--- src/rtl/sync_phase_gen_if.sv ---
// Timing-generator bus: advance tick and mode request in, phase/sync/blank/position decode out.
// Pure wiring; the generator drives the outputs and the consumer drives adv/mode_sel.
interface sync_phase_gen_if #(
    parameter int CW = 11
);
    logic          adv;
    logic          mode_sel;
    logic          sync;
    logic          nblank;
    logic          end_line;
    logic [CW-1:0] pos;
    logic [1:0]    phase;
    logic          mode_q;

    modport master (
        output adv, mode_sel,
        input  sync, nblank, end_line, pos, phase, mode_q
    );

    modport slave (
        input  adv, mode_sel,
        output sync, nblank, end_line, pos, phase, mode_q
    );
endinterface

--- src/rtl/sync_phase_gen.sv ---
// Single-axis video timing generator: SYNC -> BP -> ACTIVE -> FP, stepping on each adv tick.
// Phase decode follows the register one cycle after adv; end_line is same-cycle; no backpressure, adv=0 freezes all state.
module sync_phase_gen #(
    parameter int CW       = 11,
    parameter int SYNC0    = 96,
    parameter int BP0      = 48,
    parameter int ACT0     = 640,
    parameter int FP0      = 16,
    parameter int SYNC1    = 128,
    parameter int BP1      = 88,
    parameter int ACT1     = 800,
    parameter int FP1      = 40,
    parameter int SYNC_POL = 0
) (
    input  logic             sys_clk,
    input  logic             reset,
    sync_phase_gen_if.slave  bus
);

    typedef enum logic [1:0] {
        PH_SYNC = 2'b00,
        PH_BP   = 2'b01,
        PH_ACT  = 2'b10,
        PH_FP   = 2'b11
    } phase_t;

    function automatic bit len_ok(input int l);
        return (l >= 1) && (l <= (1 << CW));
    endfunction

    generate
        if (!(len_ok(SYNC0) && len_ok(BP0) && len_ok(ACT0) && len_ok(FP0) &&
              len_ok(SYNC1) && len_ok(BP1) && len_ok(ACT1) && len_ok(FP1))) begin : g_len_check
            $error("sync_phase_gen: every phase length must lie in 1..2**CW");
        end
    endgenerate

    // Terminal counts are stored as length-1 so a 2**CW-tick phase still fits in CW bits.
    localparam logic [CW-1:0] L_SYNC0 = CW'(SYNC0 - 1);
    localparam logic [CW-1:0] L_BP0   = CW'(BP0 - 1);
    localparam logic [CW-1:0] L_ACT0  = CW'(ACT0 - 1);
    localparam logic [CW-1:0] L_FP0   = CW'(FP0 - 1);
    localparam logic [CW-1:0] L_SYNC1 = CW'(SYNC1 - 1);
    localparam logic [CW-1:0] L_BP1   = CW'(BP1 - 1);
    localparam logic [CW-1:0] L_ACT1  = CW'(ACT1 - 1);
    localparam logic [CW-1:0] L_FP1   = CW'(FP1 - 1);
    localparam logic          SYNC_ACT = (SYNC_POL != 0);

    phase_t        phase_r;
    logic [CW-1:0] cnt;
    logic          mode_r;
    logic [CW-1:0] len_m1;
    logic          last_tick;

    always_comb begin
        len_m1 = L_SYNC0;
        case ({mode_r, phase_r})
            3'b000:  len_m1 = L_SYNC0;
            3'b001:  len_m1 = L_BP0;
            3'b010:  len_m1 = L_ACT0;
            3'b011:  len_m1 = L_FP0;
            3'b100:  len_m1 = L_SYNC1;
            3'b101:  len_m1 = L_BP1;
            3'b110:  len_m1 = L_ACT1;
            default: len_m1 = L_FP1;
        endcase
    end

    assign last_tick = (cnt == len_m1);

    always_ff @(posedge sys_clk) begin
        if (reset) begin
            phase_r <= PH_SYNC;
            cnt     <= '0;
            mode_r  <= bus.mode_sel;
        end else if (bus.adv) begin
            if (last_tick) begin
                cnt     <= '0;
                phase_r <= phase_t'(phase_r + 2'd1);
                // Mode only changes on the end_line tick so a line never mixes timing sets.
                if (phase_r == PH_FP) begin
                    mode_r <= bus.mode_sel;
                end
            end else begin
                cnt <= cnt + CW'(1);
            end
        end
    end

    assign bus.sync     = (phase_r == PH_SYNC) ? SYNC_ACT : ~SYNC_ACT;
    assign bus.nblank   = (phase_r == PH_ACT);
    assign bus.end_line = (phase_r == PH_FP) & bus.adv & last_tick & ~reset;
    assign bus.pos      = (phase_r == PH_ACT) ? cnt : '0;
    assign bus.phase    = phase_r;
    assign bus.mode_q   = mode_r;

endmodule
--- src/flat_wrapper.sv ---
// flat-port wrapper written by rule: the top's interface ports become plain ports
module sync_phase_gen_flat 
#(
    parameter int CW       = 11,
    parameter int SYNC0    = 96,
    parameter int BP0      = 48,
    parameter int ACT0     = 640,
    parameter int FP0      = 16,
    parameter int SYNC1    = 128,
    parameter int BP1      = 88,
    parameter int ACT1     = 800,
    parameter int FP1      = 40,
    parameter int SYNC_POL = 0
)
  (sys_clk, reset, bus_adv, bus_mode_sel, bus_sync, bus_nblank, bus_end_line, bus_pos, bus_phase, bus_mode_q);
  sync_phase_gen_if #(.CW(CW)) bus_i ();
  input  logic sys_clk;
  input  logic reset;
  input wire logic [$bits(bus_i.adv)-1:0] bus_adv;
  input wire logic [$bits(bus_i.mode_sel)-1:0] bus_mode_sel;
  output wire logic [$bits(bus_i.sync)-1:0] bus_sync;
  output wire logic [$bits(bus_i.nblank)-1:0] bus_nblank;
  output wire logic [$bits(bus_i.end_line)-1:0] bus_end_line;
  output wire logic [$bits(bus_i.pos)-1:0] bus_pos;
  output wire logic [$bits(bus_i.phase)-1:0] bus_phase;
  output wire logic [$bits(bus_i.mode_q)-1:0] bus_mode_q;
  assign bus_i.adv = bus_adv;
  assign bus_i.mode_sel = bus_mode_sel;
  assign bus_sync = bus_i.sync;
  assign bus_nblank = bus_i.nblank;
  assign bus_end_line = bus_i.end_line;
  assign bus_pos = bus_i.pos;
  assign bus_phase = bus_i.phase;
  assign bus_mode_q = bus_i.mode_q;
  sync_phase_gen #(.CW(CW), .SYNC0(SYNC0), .BP0(BP0), .ACT0(ACT0), .FP0(FP0), .SYNC1(SYNC1), .BP1(BP1), .ACT1(ACT1), .FP1(FP1), .SYNC_POL(SYNC_POL)) u_core (.sys_clk(sys_clk), .reset(reset), .bus(bus_i));
endmodule
--- config.mk ---
export PLATFORM = sky130hd
export DESIGN_NAME = sync_phase_gen_flat
export DESIGN_NICKNAME = d
export VERILOG_FILES = /design/src/rtl/sync_phase_gen_if.sv /design/src/rtl/sync_phase_gen.sv /design/src/flat_wrapper.sv
export SDC_FILE = /design/constraint.sdc
export NUM_CORES = 1
export LEC_CHECK = 0
export CORE_ASPECT_RATIO = 0.8
export CORE_MARGIN = 2
export CORE_UTILIZATION = 52
export DETAILED_ROUTE_END_ITERATION = 16
export DONT_BUFFER_PORTS = 1
export PLACE_DENSITY = 0.67
export SETUP_SLACK_MARGIN = 0.15
export SLEW_MARGIN = 0
export SYNTH_ARGS = -nofsm -noshare
export SYNTH_HDL_FRONTEND = slang
export SYNTH_SLANG_ARGS = --single-unit
--- constraint.sdc ---
create_clock -name sys_clk -period 3.7 [get_ports sys_clk]
set_input_delay 0.925 -clock sys_clk [delete_from_list [all_inputs] [get_ports sys_clk]]
set_output_delay 0.925 -clock sys_clk [all_outputs]
set_load 0.1 [all_outputs]
==> reports/qor_table.md, run 1 <==
| Metric | Value |
|---|---|
| Post-route cell area | 1230 um2 |
| Worst-path cell chain | ha_1, or4_4, a21oi_4, xnor2_2, nor4_2, nand3_1, nor2_4, buf_12 |
| Number of buffers between clock root and the deepest sink | 2 |
| Critical path's top delay family | simple AND/OR/NAND/NOR gates |
| Standby leakage power | 0.483 nW |
| Combinational fraction of design power | 7.4% |
| Vias per inst | 5.56 |
| Number of buffers added by the clock tree synthesis step | 3 |
| Synth Register Bits | 14 |
| Setup slack of the worst register-to-register path | 1.22 ns |
| Placed instance count | 144 |
| Max VDD drop | 0.000224 V |
| Switching power share of the total | 24.9% |
| TritonCTS clock tree | yes |
| Share of layout cells above drive strength 1 | 32.8% |
| Ranking of synthesized cells by area | dfxtp_1 28%, ha_1 9.6%, xor2_1 7.7%, and2_1 7.5%, xnor2_1 6.7% |
| Cell area after synthesis | 915 um2 |
| Critical path buffer and inverter count | 1 |
| Max-slew violation total from the final report | 0 |
| Launch instance of the worst min-delay path | u_core.bus.phase[1] |
| Clk_lat worst skew | 0.28 ns |
| DRC violations left | 0 |
| Overall die area | 2110 um2 |
| Remaining antenna violation count | 0 |
| WP data required | 2.77 ns |
| Number of search-and-repair iterations in the first detailed-routing pass | 8 |
| Layout-stage area growth over the synthesis result | 34.5% |
| Outcome | finished clean |
| Warnings, synthesis | 0 |
| Wire length per cell after detailed routing | 14.7 um |
| Mapped Nets | 120 |
| Register clock-pin slew on the reported worst setup and hold paths | 0.09 ns |
| Maximum level of the CTS H-tree | 1 |
| Final wirelength | 2250 um |
| Via count | 851 |
| IO buf count | 0 |
| Max-Slew Margin vs Limit | 45.3% |
| Number of violations reported at the end of detailed-routing iteration 0 | 32 |
| Setup repair after global routing missed its margin | true |
| Utilization after layout | 74.9% |
| Total of fill cells in the finished design | 123 |
| Nature of the critical path endpoint | primary output |
| Pin count of the biggest net entering global routing | 11 |
| Synthesized netlist cell count | 109 |
| Dpl hpwl | 1480 um |
| Hold Violations, Final | 0 |
| Worst hold stages | 2 |
| Maximum clock frequency | 0.286 GHz |
| Via count of the first global-routing pass | 730 |
| Synth Flop Type | dfxtp_1 |
| Count of distinct cell types in the synthesized netlist | 29 |
| Clock root cell | clkbuf_4 |
| Longest individual stage delay on the worst path | 0.54 ns |
| Effective utilization at floorplan | 55.7% |
| Type of the worst min-delay path | reg2reg |
| Die height | 41.5 um |
| Worst flop-to-flop path startpoint | u_core.bus.phase[0] |
| Worst-path cell with the longest stage delay | or4_4 |
| Antenna violations before repair | 0 |
| Final estimated routing congestion in global placement | 0.800 |
| Core ar. | 1640 um2 |
| Maximum capacitance violations | 0 |
| Post-detailed-placement cell area | 1090 um2 |
| Hold_buf cts | 0 |
| Count of flip-flops with a built-in enable after synthesis | 1 |
| Worst-case reg-to-reg path depth | 8 |
| Ratio of final minimum period to clock period | 94.6% |
| Arrival time of data at the critical path endpoint | 2.57 ns |
| Number of clock sinks | 14 |
| Yosys top cell area share | 28.5% |
| Cell type contributing the most total cell area after synthesis | dfxtp_1 |
| Power dissipated by switching net loads | 0.0000664 W |
| Actual slew at the worst max-slew pin | 0.819 ns |
| Share of total power in sequential cells | 60.0% |
| Worst setup SP type | flip-flop |
| Wire length of the first global-routing pass | 3430 um |
| Hold endpoint | u_core.bus.phase[1] |
| Non-filler cells, final | 153 |
| Area of the multi-input gates | 682 um2 |
| IO Count | 21 |
| Die W | 50.9 um |
| Mean post-synth cell area | 8.39 um2 |
| Min Clock Period, post-route | 3.50 ns |
| Worst clock skew | 0.00673 ns |
| Critical path type | reg2out |
| Number of nets in the layout | 143 |
| DP Worst Slack | 0.317 ns |
| Share of flip-flops with an asynchronous set or reset after synthesis | 0% |
| Proportion of power drawn by the clock network | 32.6% |
| Power per cell area | 217 nW/um2 |
| Final total negative setup slack | 0 ns |
| Worst-path fanout max | 6 |
| Sequential-to-total area share from yosys stat | 31.7% |
| Diode count | 0 |
| Final setup margin | 0.200 ns |
| Gr usage total | 21.1% |
| GRT overflow | 0 |
| Setup violators final | 0 |
| Std cell rows | 13 |
| Worst r2r dst | u_core.bus.mode_q |
| Area of all sequential standard cells | 298 um2 |
| Internal portion of total power | 0.000200 W |
## worst reg2reg max path, stage by stage, from the launching register on
cell and delay, ns:
dfxtp_4 0.38, ha_1 0.25, or4_4 0.54, a21oi_4 0.18, xnor2_2 0.09, nor4_2 0.32, nand3_1 0.19, buf_4 0.18
nand2b_1 0.07
## per-layer routing
metal  vias to the layer above  track usage, %  part of all wire, %
met2                        31            30.8                   48
met1                       402            31.1                   46
li1                        414               -                    -
met3                         4            5.76                  5.3
met5                         -               0                    0
met4                         0            4.86                  1.0
## how the worst max path moves through the flow
stage                              startpoint      endpoint  depth (start not counted)
after detailed placement  u_core.bus.phase[0]  bus_end_line                         10
after floorplan             u_core.bus.mode_q  bus_end_line                          6
after CTS                 u_core.bus.phase[1]  bus_end_line                          9
final                     u_core.bus.phase[0]  bus_end_line                          8
after global placement    u_core.bus.phase[0]  bus_end_line                         10
after global routing      u_core.bus.phase[1]  bus_end_line                         10
## timing repair
action,CTS,global route
resized for setup,2,11
pin swaps,1,4
setup buffers,1,4
gates cloned,0,0
endpoints found under the setup margin,1,1
## cells by family (layout without fill, tap and decap cells)
| logic type | Yosys count | in the layout | synth area share, % |
|---|---|---|---|
| AOI/OAI and AO/OA | 10 | 10 | 7.11 |
| xor gates and xnor gates | 15 | 15 | 14.4 |
| adders and majority gates | 7 | 7 | 9.58 |
| buffers and inverters | 8 | 30 | 3.28 |
| DFF | 14 | 14 | 31.7 |
| muxes | 1 | 1 | 1.09 |
| and+or+nand+nor | 54 | 54 | 32.8 |
## state kept, by name, summed over array words and instances, names as in the netlist
signal,count
u_core.cnt,11
u_core.bus.mode_q,1
u_core.bus.phase,2
## power by group through the flow
stage | clock network, W | registers [W] | logic, W
3_3_place_gp | 0 | 0.000163 | 0.0000175
5_1_grt | 0.0000984 | 0.000161 | 0.0000215
3_5_place_dp | 0 | 0.000163 | 0.0000176
6_report | 0.0000869 | 0.000160 | 0.0000197
4_1_cts | 0.0000904 | 0.000160 | 0.0000182
2_1_floorplan | 0 | 0.000167 | 0.0000108
## cells in the mapped netlist (all sizes together), types with 2 or more instances
library cell  instances
nor2                 14
inv                   5
or4                   3
xor2                  8
nand4                 7
o21ai                 3
xnor2                 7
nand3                 4
and2                 11
nand2b                3
a21oi                 4
dfxtp                13
nand2                 7
ha                    7
clkbuf                2
## layout make-up
class,count,area share (%)
inverter,5,1.53
multi-input combinational,87,55.4
clock inverter,1,0.305
clock buffer,3,1.83
timing repair buffer,21,14.4
sequential,14,24.2
tap,22,2.24
## cell usage in the layout (no fill, tap or decap)
| master | netlist | layout |
|---|---|---|
| dfxtp_4 | 0 | 2 |
| ha_1 | 7 | 4 |
| buf_4 | 0 | 19 |
| a21oi_1 | 3 | 3 |
| and2_1 | 11 | 11 |
| or2_2 | 1 | 1 |
| nor4_2 | 1 | 1 |
| inv_2 | 0 | 2 |
| mux2i_1 | 1 | 1 |
| a21o_2 | 1 | 1 |
| ha_2 | 0 | 1 |
| a21oi_4 | 0 | 1 |
| edfxtp_1 | 1 | 1 |
| o21ai_0 | 1 | 1 |
| nor3_2 | 0 | 1 |
| nor2_1 | 14 | 13 |
| a221oi_2 | 0 | 1 |
| or4_1 | 1 | 1 |
| o32ai_4 | 0 | 1 |
| nor4bb_1 | 1 | 1 |
| inv_1 | 5 | 3 |
| nand4_1 | 7 | 7 |
| nand2b_1 | 3 | 3 |
| xor2_1 | 8 | 8 |
| nand3_1 | 4 | 4 |
| clkinv_1 | 0 | 1 |
| nor2_4 | 0 | 1 |
| clkbuf_4 | 0 | 3 |
| nand2_1 | 7 | 7 |
| and3_1 | 1 | 1 |
| dfxtp_1 | 13 | 11 |
| o21ai_1 | 2 | 2 |
| ha_4 | 0 | 2 |
| or4_4 | 2 | 2 |
| buf_12 | 0 | 1 |
| xnor2_2 | 0 | 2 |
| xnor2_1 | 7 | 5 |
| buf_8 | 0 | 1 |
## through the flow
stage          hold slack [ns]  total power, W
2_1_floorplan            0.499        0.000178
3_3_place_gp             0.520        0.000180
3_5_place_dp             0.527        0.000181
4_1_cts                  0.543        0.000268
5_1_grt                  0.549        0.000281
6_report                 0.543        0.000267
Note: power is estimated with default switching activity, not from simulation.
==> run 2, diff against run 1 <==
--- a/config.mk
+++ b/config.mk
@@ -11,6 +11,7 @@
 export DETAILED_ROUTE_END_ITERATION = 16
 export DONT_BUFFER_PORTS = 1
 export PLACE_DENSITY = 0.67
+export RECOVER_POWER = 100
 export SETUP_SLACK_MARGIN = 0.15
 export SLEW_MARGIN = 0
 export SYNTH_ARGS = -nofsm -noshare
==> run 2 against run 1 <==
Compared with the run above: cell count unchanged; critical path depth grew 1; register-to-register slack lost 0.16 ns; critical path type unchanged; largest power group unchanged.
==> reports/qor_table.md, run 2 (synthesized netlist as in run 1, its figures left out) <==
| Metric | Value | Delta |
|---|---|---|
| Worst-path cell chain | inv_2, ha_1, or4_4, a21oi_4, xnor2_1, nor4_2, nand3_1, nor2_4, buf_12 |  |
| Dpl hpwl | 1480 um | unchanged |
| Die W | 50.9 um | unchanged |
| Arrival time of data at the critical path endpoint | 2.59 ns | +0.02 ns |
| Number of clock sinks | 14 | unchanged |
| Std cell rows | 13 | unchanged |
| Largest register by flop count | u_core.cnt |  |
| TritonCTS clock tree | yes |  |
| Outcome | finished clean |  |
| Effective utilization at floorplan | 55.7% | unchanged |
| Commonest non-fill, non-tap cells in the layout | 15 x clkbuf_1, 13 x nor2_1, 11 x and2_1, 11 x dfxtp_1, 8 x xor2_1 |  |
| Maximum level of the CTS H-tree | 1 | unchanged |
| Number of buffers added by the clock tree synthesis step | 3 | unchanged |
| Setup slack of the worst register-to-register path | 1.06 ns | -0.16 ns |
| Gr usage total | 21.1% | unchanged |
| Die height | 41.5 um | unchanged |
| Placed instance count | 144 | unchanged |
| Remaining antenna violation count | 0 | unchanged |
| Final total negative setup slack | 0 ns | unchanged |
| Vias per inst | 5.55 | -0.24% |
| IO buf count | 0 | unchanged |
| WP data required | 2.77 ns | about the same |
| Utilization after layout | 70.8% | -4.1 points |
| Number of nets in the layout | 143 | unchanged |
| Maximum clock frequency | 0.284 GHz | -0.55% |
| Worst clock skew | 0.00732 ns | +0.000587 ns |
| Max-slew violation total from the final report | 0 | unchanged |
| Smallest hold slack | 0.544 ns | +0.000253 ns |
| Setup repair after global routing missed its margin | true |  |
| Critical path buffer and inverter count | 2 | +1 |
| Hold Violations, Final | 0 | unchanged |
| Diode count | 0 | unchanged |
| Wire length per cell after detailed routing | 14.7 um | -0.13% |
| Layout-stage area growth over the synthesis result | 27.1% |  |
| Hold_buf cts | 0 | unchanged |
| Final setup margin | 0.181 ns | -0.0194 ns |
| DP Worst Slack | 0.317 ns | unchanged |
| Max-Slew Margin vs Limit | 22.1% | -23 points |
| Number of violations reported at the end of detailed-routing iteration 0 | 29 | -9.4% |
| GRT overflow | 0 | unchanged |
| Worst setup SP type | flip-flop |  |
| Critical path type | reg2out |  |
| Worst-path cell with the longest stage delay | or4_4 |  |
| Maximum capacitance violations | 0 | unchanged |
| Critical path's top delay family | simple AND/OR/NAND/NOR gates |  |
| Pin count of the biggest net entering global routing | 11 | unchanged |
| Clock root cell | clkbuf_4 |  |
| Total of fill cells in the finished design | 145 | +18% |
| Worst-path fanout max | 6 | unchanged |
| Max FFs per register | 11 | unchanged |
| Min Clock Period, post-route | 3.52 ns | +0.0194 ns |
| Antenna violations before repair | 0 | unchanged |
| Number of search-and-repair iterations in the first detailed-routing pass | 4 | -4 |
| Via count | 849 | -0.24% |
| Power per cell area | 229 nW/um2 | +5.5% |
| Actual slew at the worst max-slew pin | 1.17 ns | +0.354 ns |
| Number of buffers between clock root and the deepest sink | 2 | unchanged |
| IO Count | 21 | unchanged |
| Final wirelength | 2250 um | -0.13% |
| Wire length of the first global-routing pass | 3430 um | unchanged |
| Non-filler cells, final | 153 | unchanged |
| Max VDD drop | 0.000224 V | +0.22% |
| Clk_lat worst skew | 0.28 ns | about the same |
| Core ar. | 1640 um2 | unchanged |
| Commonest non-fill, non-tap cell in the layout | clkbuf_1 |  |
| Via count of the first global-routing pass | 730 | unchanged |
| Standby leakage power | 0.421 nW | -13% |
| DRC violations left | 0 | unchanged |
| Type of the worst min-delay path | reg2reg |  |
| Longest individual stage delay on the worst path | 0.45 ns | -0.09 ns |
| Share of layout cells above drive strength 1 | 19.1% | -14 points |
| Ratio of final minimum period to clock period | 95.1% | +0.52 points |
| Nature of the critical path endpoint | primary output |  |
| Overall die area | 2110 um2 | unchanged |
| Setup violators final | 0 | unchanged |
| Register clock-pin slew on the reported worst setup and hold paths | 0.09 ns | about the same |
| Final estimated routing congestion in global placement | 0.800 | unchanged |
run 2: timing repair:
action,4_1_cts,5_1_grt
gates resized for setup,2,11
pin swaps,1,4
setup buffers,1,4
endpoints found under the setup margin,1,1
gates cloned,0,0
run 2: routing by layer:
layer  track usage, %  wire length, um  vias to the layer above
met5                0                0                        -
met4             4.86               16                        0
met3             5.76              111                        2
met2             30.8             1080                       22
met1             31.1             1040                      412
li1                 -                -                      413
run 2: power by group:
part / leakage, nW / total (W) / switching (W) / internal (W)
registers: 0.116 / 0.000160 / 0.00000656 / 0.000154
logic: 0.289 / 0.0000188 / 0.0000121 / 0.00000675
clock network: 0.0154 / 0.0000868 / 0.0000477 / 0.0000391
total: 0.421 / 0.000266 / 0.0000664 / 0.000200
run 2: per-stage QoR:
stage | power [W] | cell area, um2
2_1_floorplan | 0.000178 | 942
6_report | 0.000266 | 1160
5_1_grt | 0.000280 | 1160
3_3_place_gp | 0.000180 | 1090
4_1_cts | 0.000268 | 1140
3_5_place_dp | 0.000181 | 1090
run 2: path summary, 6_finish.rpt:
check                 startpoint                  end  depth (start not counted)
max          u_core.bus.phase[0]         bus_end_line                          9
max reg2reg  u_core.bus.phase[0]        u_core.cnt[7]                         10
min reg2reg  u_core.bus.phase[1]  u_core.bus.phase[1]                          2
min          u_core.bus.phase[1]  u_core.bus.phase[1]                          2
run 2: layout make-up:
class	instances	area (um2)	share of cell area, %
Tap cell	22	27.5	2.37
Timing Repair Buffer	21	121	10.4
Inverter	5	18.8	1.61
Sequential cell	14	298	25.6
Clock buffer	3	22.5	1.94
Clock inverter	1	3.75	0.323
Multi-Input combinational cell	87	671	57.7
run 2: worst reg2reg max path, cell delays in order (launching register included):
cell      delay (ns)
dfxtp_4         0.40
inv_2           0.09
ha_1            0.26
or4_4           0.45
a21oi_4         0.17
xnor2_1         0.10
nor4_2          0.32
buf_4           0.17
clkbuf_1        0.17
a21o_1          0.31
nor2_1          0.08
